[config.mk]
export PLATFORM = sky130hd
export DESIGN_NAME = detector_sequencer
export DESIGN_NICKNAME = d
export VERILOG_FILES = /design/src/rtl/detector_sequencer.sv
export SDC_FILE = /design/constraint.sdc
export NUM_CORES = 1
export LEC_CHECK = 0
export BUFFER_PORTS_ARGS = -buffer_cell sky130_fd_sc_hd__clkbuf_2
export CAP_MARGIN = 25
export CORE_UTILIZATION = 50
export CTS_BUF_LIST = sky130_fd_sc_hd__clkbuf_8
export CTS_CLUSTER_DIAMETER = 30
export DETAILED_ROUTE_END_ITERATION = 10
export PLACE_DENSITY = 0.77
export SKIP_LAST_GASP = 1
export SLEW_MARGIN = 0
export SYNTH_ARGS = -nofsm -noshare
export SYNTH_HDL_FRONTEND = slang
export SYNTH_SLANG_ARGS = --single-unit
[constraint.sdc]
create_clock -name clk -period 1.56 [get_ports clk]
set_input_delay 0.078 -clock clk [delete_from_list [all_inputs] [get_ports clk]]
set_output_delay 0.078 -clock clk [all_outputs]
set_load 0.02 [all_outputs]
[src/rtl/detector_sequencer.sv]
// rtl/detector_sequencer.sv - feeds a parallel word LSB-first into a serial Moore detector and counts its hits
// Optional macro DETSEQ_FIRSTPOS_EN adds the first_pos output.
`timescale 1ns/1ps
module detector_sequencer #(
    parameter int WIDTH = 8,
    parameter int CNT_W = 4
) (
    input  logic                     clk,
    input  logic                     reset,
    input  logic                     start,
    input  logic [WIDTH-1:0]         data,
    input  logic                     det_z,
    output logic                     det_w,
    output logic                     det_clr,
    output logic                     busy,
    output logic                     done,
    output logic [CNT_W-1:0]         hit_count,
    output logic                     hit_any
`ifdef DETSEQ_FIRSTPOS_EN
    ,
    output logic [$clog2(WIDTH)-1:0] first_pos
`endif
);

    localparam int BC_W = $clog2(WIDTH);

    typedef enum logic [2:0] {
        S_IDLE  = 3'd0,
        S_CLEAR = 3'd1,
        S_SHIFT = 3'd2,
        S_DRAIN = 3'd3,
        S_DONE  = 3'd4
    } state_t;

    state_t             state_q, state_d;
    logic [WIDTH-1:0]   shreg_q, shreg_d;
    logic [BC_W-1:0]    bitcnt_q, bitcnt_d;
    logic [CNT_W-1:0]   cnt_q, cnt_d;
    logic               sample;
    logic               last_bit;

`ifdef DETSEQ_FIRSTPOS_EN
    logic [BC_W-1:0]    fpos_q, fpos_d;
    logic [BC_W-1:0]    sample_idx;
`endif

    // Moore detector: z for bit k appears one cycle later, so sampling skips
    // the first SHIFT cycle and extends one cycle into DRAIN.
    assign sample   = ((state_q == S_SHIFT) && (bitcnt_q != '0)) || (state_q == S_DRAIN);
    assign last_bit = (bitcnt_q == BC_W'(WIDTH - 1));

`ifdef DETSEQ_FIRSTPOS_EN
    // Bit index that produced the z currently being sampled.
    assign sample_idx = (state_q == S_DRAIN) ? BC_W'(WIDTH - 1) : (bitcnt_q - BC_W'(1));
`endif

    // State register
    always_ff @(posedge clk or negedge reset) begin
        if (!reset) begin
            state_q <= S_IDLE;
        end else begin
            state_q <= state_d;
        end
    end

    // Datapath registers: shift word, bit position, hit counter
    always_ff @(posedge clk or negedge reset) begin
        if (!reset) begin
            shreg_q  <= '0;
            bitcnt_q <= '0;
            cnt_q    <= '0;
`ifdef DETSEQ_FIRSTPOS_EN
            fpos_q   <= '1;
`endif
        end else begin
            shreg_q  <= shreg_d;
            bitcnt_q <= bitcnt_d;
            cnt_q    <= cnt_d;
`ifdef DETSEQ_FIRSTPOS_EN
            fpos_q   <= fpos_d;
`endif
        end
    end

    // Next-state logic
    always_comb begin
        state_d = state_q;
        case (state_q)
            S_IDLE:  if (start) state_d = S_CLEAR;
            S_CLEAR: state_d = S_SHIFT;
            S_SHIFT: if (last_bit) state_d = S_DRAIN;
            S_DRAIN: state_d = S_DONE;
            S_DONE:  state_d = S_IDLE;
            default: state_d = S_IDLE;
        endcase
    end

    // Datapath next values: capture on accepted start, shift, saturating hit count
    always_comb begin
        shreg_d  = shreg_q;
        bitcnt_d = bitcnt_q;
        cnt_d    = cnt_q;
`ifdef DETSEQ_FIRSTPOS_EN
        fpos_d   = fpos_q;
`endif
        if ((state_q == S_IDLE) && start) begin
            shreg_d  = data;
            bitcnt_d = '0;
            cnt_d    = '0;
`ifdef DETSEQ_FIRSTPOS_EN
            fpos_d   = '1;
`endif
        end
        if (state_q == S_SHIFT) begin
            shreg_d  = shreg_q >> 1;
            bitcnt_d = last_bit ? '0 : (bitcnt_q + BC_W'(1));
        end
        if (sample && det_z) begin
            if (cnt_q != {CNT_W{1'b1}}) begin
                cnt_d = cnt_q + CNT_W'(1);
            end
`ifdef DETSEQ_FIRSTPOS_EN
            // A zero count means no hit yet in this word.
            if (cnt_q == '0) begin
                fpos_d = sample_idx;
            end
`endif
        end
    end

    // Outputs decoded from state and registers only
    always_comb begin
        det_w     = (state_q == S_SHIFT) ? shreg_q[0] : 1'b0;
        det_clr   = (state_q == S_CLEAR);
        busy      = (state_q != S_IDLE);
        done      = (state_q == S_DONE);
        hit_count = cnt_q;
        hit_any   = (cnt_q != '0);
`ifdef DETSEQ_FIRSTPOS_EN
        first_pos = fpos_q;
`endif
    end

endmodule

==> results of run 1 <==
per-stage QoR:
step / setup TNS, ns / hold WS (ns) / instances / utilization, % / area [um2]
after CTS: -0.0133 / 0.0718 / 149 / 70.1 / 1240
after detailed placement: -0.0526 / 0.0427 / 145 / 66.8 / 1180
after floorplan: -0.0617 / -0.218 / 91 / - / 972
after global placement: -0.00750 / 0.0388 / 145 / 66.8 / 1180
after global routing: -0.0608 / 0.0803 / 150 / 72.4 / 1280
final: 0 / 0.0651 / 150 / 72.4 / 1280
layer usage:
metal  vias up  share of wire [%]
met1       381                 44
met4         0               0.68
met2        17                 52
met3         2                3.4
li1        391                  -
met5         -                  0
where the power goes:
part	internal [W]	switching [W]
Combinational	0.000623	0.000667
Clock	0.000171	0.000138
Sequential	0.000652	0.000121
Total	0.00145	0.000926
kinds of logic after synthesis:
group / Yosys count
xor+xnor: 1
compound gates: 17
flops: 18
fa+ha+maj: 5
buf+inv: 9
mux: 10
simple gates: 31
worst max path at each step:
stage,from,end,cells after the start
after floorplan,state_q[1],hit_count[3],5
after global placement,bitcnt_q[0],hit_count[1],6
after detailed placement,bitcnt_q[0],hit_count[1],6
after CTS,bitcnt_q[0],hit_count[1],6
after global routing,state_q[0],shreg_q[6],5
final,hit_count[1],hit_count[1],3
cell usage in the layout (no fill, tap or decap):
cell type	count
nor3b_1	2
inv_1	4
clkbuf_2	20
xnor2_1	1
o21ai_0	6
mux2_4	1
a21o_1	1
a211oi_1	1
nor3b_4	2
ha_1	5
nand2_1	12
o311a_1	1
a22o_1	3
a211o_1	1
nand4b_1	1
o21ai_1	1
nor3_1	2
nand3b_1	1
a311oi_4	1
nor2_1	4
a21oi_1	1
and3b_1	1
dlygate4sd3_1	1
o311ai_0	1
or2_2	1
or4b_4	1
and2_1	1
or3_1	2
nor4b_2	1
mux2i_1	9
clkbuf_8	3
buf_4	14
dfrtp_1	18
buf_6	1
timing repair:
action | 4_1_cts | 5_1_grt
gates resized for setup | 1 | 7
endpoints found under the setup margin | 3 | 10
pin swaps | 1 | 2
hold buffers | 1 | 0
setup buffers | 0 | 2
hold endpoints to repair | 18 | 0
worst max-delay path, delay by kind of cell (launching register included):
| family | cells | cell delay (ns) |
|---|---|---|
| flip-flops | 1 | 0.43 |
| AO/OA/AOI/OAI | 1 | 0.38 |
| multiplexers | 1 | 0.33 |
| adder cells (fa/ha/maj) | 1 | 0.29 |
state kept, by name (all words and copies together) (netlist names):
register and count:
bitcnt_q 3, hit_count 4, shreg_q 8, state_q 3
layout make-up:
class	count	area share [%]
clock buffers	3	3.23
inverters	4	1.18
flip-flops and latches	18	35.3
multi-input cells	64	40.2
well taps	25	2.45
repair buffers	36	17.7
==> impl_metrics.py, run 1 <==
metrics = {
    "synth": {
        "synth-async-reset-ratio_pct": 100,
        "seq_area_frac_synth_pct": 46.6,
        "syn-num-nets": 108,
        "syn_area_um2": 966,
        "synth_cell_types": 30,
        "synth_edf_count": 0,
        "synth-seq-cells": 18,
        "synth.top_cell.area_share_pct": 46.6,
        "ys_top_cells_by_area": "dfrtp_1, mux2i_1, ha_1",
        "synthTopCellsByCount": "dfrtp_1, nand2_1, mux2i_1",
        "synth_top_family_by_area": "simple AND/OR/NAND/NOR gates",
        "synth_ff_type": "dfrtp_1",
        "synth_top_area_cell": "dfrtp_1",
        "synth_warnings": 0,
        "syn_inst": 91,
        "synth.avg_cell_area_um2": 10.6,
        "muxShareOfSynthArea_pct": 10.5,
        "yosysMostFrequentCell": "dfrtp_1",
        "yosys.area_share.simple_pct": 18.1,
        "synth_xor_area_share_pct": 0.907,
        "synthAdderAreaFrac_pct": 6.48,
        "synth-compound-area-share_pct": 12.2,
    },
    "routing": {
        "drc_errors": 0,
        "wl_per_cell_um": 13.7,
        "viasPerCell": 5.27,
        "num_vias": 791,
        "drt-pass1-iter-count": 4,
        "ant_nets": 0,
        "drtIter0Drc": 13,
        "drt_wl_total_um": 2060,
    },
    "sta": {
        "finalWorstSetupSlack_ns": 0.0184,
        "slew_headroom_pct": 70.5,
        "final_hold_viol_count": 0,
        "fin_crit_ns": 1.54,
        "timing.final.crit_share_pct": 98.8,
        "max_freq_mhz": 649,
        "worst_slew_pin_slew_ns": 0.443,
        "finClkSkew_ns": 0.000660,
        "rsz0062_at_grt": "yes",
        "setup_viol": 0,
        "final_max_slew_viol_count": 0,
    },
    "final_layout": {
        "num_antenna_cells": 0,
        "fillers": 142,
        "nNetsFinal": 144,
        "multi_input_comb_area_um2": 513,
        "post_route_cells_drive_above_1_share_pct": 36.0,
        "regArea_um2": 450,
        "syn_to_final_growth_pct": 32.3,
    },
    "clock_network": {
        "cts_sinks": 18,
        "tritoncts": "done",
        "cts_inserted_buffers": 3,
        "cts_max_level": 1,
        "clk_pin_slew_ns": 0.06,
        "cts_root_buffer": "clkbuf_8",
        "clockBufferDepth": 2,
        "clock_latency_ns": 0.24,
    },
    "floorplanning": {
        "rows": 15,
        "die_y_um": 46.0,
        "initial_core_util_pct": 54.8,
        "ioPinCount": 21,
        "dieArea_um2": 2110,
        "dieWidth_um": 46.0,
        "core_area_um2": 1760,
    },
    "critical_path": {
        "r2r_slack_ns": 0.02,
        "path_cells": "ha_1 > a311oi_4 > mux2_4",
        "r2r_cells": 3,
        "rr_endpoint": "hit_count[1]",
        "cp_slowest_cell": "dfrtp_1",
        "criticalPathCategory": "flop to flop",
        "crit_path_end_kind": "flop",
        "critical-path-max-stage-delay_ns": 0.43,
        "cp.arrival_ns": 1.67,
        "start_kind": "flop",
        "crit_fanout": 5,
        "worstPathRequired_ns": 1.69,
        "r2r_start": "hit_count[1]",
    },
    "global_routing": {
        "grt_util_all_layers_pct": 21.2,
        "grtUsageMet2_pct": 35.8,
        "grt_first_pass_wirelength_um": 3170,
        "grt_use_met1_pct": 26.4,
        "antenna_found_initial": 0,
        "grt_max_degree": 19,
        "grt_overflow_total": 0,
        "grtUsageMet3_pct": 4.76,
        "grt_pass1_vias": 786,
        "grt.busiest_layer": "met2",
    },
    "placed_design": {
        "gp_congestion": 0.779,
        "hpwl_um": 1480,
        "place_ws_ns": -0.0526,
        "numPortBuffers": 20,
    },
    "pwr": {
        "power-per-cell-area_nw_per_um2": 1860,
        "p_leak_nw": 0.668,
        "totalPowerFinal_w": 0.00237,
        "ir_drop_mv": 1.14,
    },
    "hold_path": {
        "hp-start": "data[7]",
        "hold-path-endpoint": "shreg_q[7]",
        "holdPathStages": 3,
        "min_path_type": "input port to flop",
    },
    "run": {
        "max-cap-violations": 0,
    },
    "outcome": {
        "status": "complete, no violations",
    },
}
Power figures use the tool's default switching activity.
==> run 2: changes to the inputs <==
Settings changed: SLEW_MARGIN 0 to default.
Clock period 1.56 ns to 1.41 ns, I/O delays scaled along.
==> impl_metrics.py, run 2 (synthesis results as in run 1) <==
metrics = {
    "critical_path": {
        "crit_fanout": 4,
        "cp.arrival_ns": 1.68,
        "r2r_cells": 4,
        "worstPathRequired_ns": 1.54,
        "start_kind": "flop",
        "criticalPathCategory": "flop to flop",
        "crit_path_end_kind": "flop",
    },
    "global_routing": {
        "grt_first_pass_wirelength_um": 3610,
        "antenna_found_initial": 0,
        "grt_pass1_vias": 864,
        "grt_overflow_total": 0,
        "grt_max_degree": 19,
        "grt_util_all_layers_pct": 24.3,
    },
    "routing": {
        "drt-pass1-iter-count": 4,
        "wl_per_cell_um": 15.1,
        "drt_wl_total_um": 2450,
        "num_vias": 869,
        "viasPerCell": 5.36,
        "drc_errors": 0,
        "ant_nets": 0,
        "drtIter0Drc": 21,
    },
    "clock_network": {
        "clock_latency_ns": 0.25,
        "cts_inserted_buffers": 3,
        "cts_root_buffer": "clkbuf_8",
        "clk_pin_slew_ns": 0.06,
        "clockBufferDepth": 2,
        "cts_max_level": 1,
        "tritoncts": "done",
        "cts_sinks": 18,
    },
    "placed_design": {
        "place_inst": 150,
        "hpwl_um": 1480,
        "numPortBuffers": 20,
        "gp_congestion": 0.790,
        "place_area_um2": 1220,
    },
    "pwr": {
        "p_sw_share_pct": 38.8,
        "p_comb_share_pct": 59.6,
        "power-per-cell-area_nw_per_um2": 2130,
        "ir_drop_mv": 1.50,
        "p_sw_w": 0.00116,
        "clkPwrFrac_pct": 11.4,
        "p_leak_nw": 0.740,
        "pwr-share-seq_pct": 29.1,
        "internal-power_w": 0.00183,
    },
    "sta": {
        "max_freq_mhz": 646,
        "timing.final.crit_share_pct": 110,
        "slew_headroom_pct": 70.5,
        "rsz0062_at_grt": "yes",
        "final_max_slew_viol_count": 0,
        "finalWorstSetupSlack_ns": -0.137,
        "worst_slew_pin_slew_ns": 0.442,
        "tns_ns": -1.10,
        "final_hold_viol_count": 0,
        "fin_crit_ns": 1.55,
        "finClkSkew_ns": 0.00356,
        "setup_viol": 14,
    },
    "outcome": {
        "violations": "setup timing",
        "status": "finished, violations left",
    },
    "final_layout": {
        "num_antenna_cells": 0,
        "syn_to_final_growth_pct": 45.2,
        "stdcell_count": 162,
        "top_register": "shreg_q",
        "final_common_cell": "buf_4",
        "multi_input_comb_area_um2": 531,
        "post_route_cells_drive_above_1_share_pct": 45.3,
        "fillers": 128,
        "design_area_um2": 1400,
        "largest_reg_flops": 8,
        "final_cell_mix": "buf_4, dfrtp_1, clkbuf_2",
        "regArea_um2": 450,
        "nNetsFinal": 156,
    },
    "floorplanning": {
        "dieArea_um2": 2110,
        "ioPinCount": 21,
        "core_area_um2": 1760,
        "die_y_um": 46.0,
        "initial_core_util_pct": 54.8,
        "dieWidth_um": 46.0,
        "rows": 15,
    },
    "hold_path": {
        "min_path_type": "input port to flop",
        "holdPathStages": 3,
    },
    "run": {
        "max-cap-violations": 0,
    },
}
## run 2: cell types whose count changed in the layout (fill, tap and decap cells not counted), moves of 2 or more
cell      change
buf_6         +2
o21ai_0       -6
clkbuf_2      -2
o21ai_1       +6
buf_4        +10
## run 2: path summary, 6_finish.rpt
kind,from,slack [ns],end
worst min-delay path,data[7],0.06,shreg_q[7]
min in group asynchronous,reset,0.34,hit_count[1]
worst max-delay path,state_q[2],-0.14,hit_count[1]
worst max register to register,state_q[2],-0.14,hit_count[1]
max in group asynchronous,reset,0.76,shreg_q[3]
worst min register to register,shreg_q[3],0.49,shreg_q[2]
## run 2: layer usage
| layer | track usage, % | wire length [um] | up-vias |
|---|---|---|---|
| li1 | - | - | 415 |
| met1 | 27.8 | 1030 | 423 |
| met2 | 44.2 | 1310 | 27 |
| met3 | 1.59 | 86 | 4 |
| met4 | 13.5 | 21 | 0 |
| met5 | 0 | 0 | - |
## run 2: power groups by stage
stage | Clock (W) | Combinational, W | Sequential [W]
2_1_floorplan | 0 | 0.000831 | 0.000881
3_3_place_gp | 0 | 0.00133 | 0.000833
3_5_place_dp | 0 | 0.00138 | 0.000847
4_1_cts | 0.000348 | 0.00161 | 0.000847
5_1_grt | 0.000367 | 0.00194 | 0.000886
6_report | 0.000341 | 0.00178 | 0.000870
## run 2: final cells by class
class	count	share of cell area, %
multi-input combinational	64	37.8
sequential	18	32.1
timing repair buffer	48	23.8
clock buffer	3	2.94
tap	25	2.23
inverter	4	1.07
## run 2: critical path: stages (launching register included)
cell      delay [ns]
dfrtp_1         0.41
buf_4           0.15
nand3b_1        0.22
a311oi_2        0.32
mux2_4          0.34
## run 2: timing repair
item,4_1_cts,5_1_grt
setup buffers,4,4
gates resized for setup,11,10
hold buffers,1,0
setup endpoints to repair,13,16
pin swaps,5,2
endpoints found under the hold margin,18,0
## run 2: through the flow
step	total power (W)	setup WS, ns	hold slack (ns)	utilization [%]
CTS	0.00281	-0.117	0.0769	76.4
floorplan	0.00171	-0.186	-0.225	-
global placement	0.00216	-0.135	0.0301	68.9
finish	0.00299	-0.137	0.0591	79.5
detailed placement	0.00223	-0.178	0.0287	68.9
global route	0.00319	-0.180	0.0763	79.5
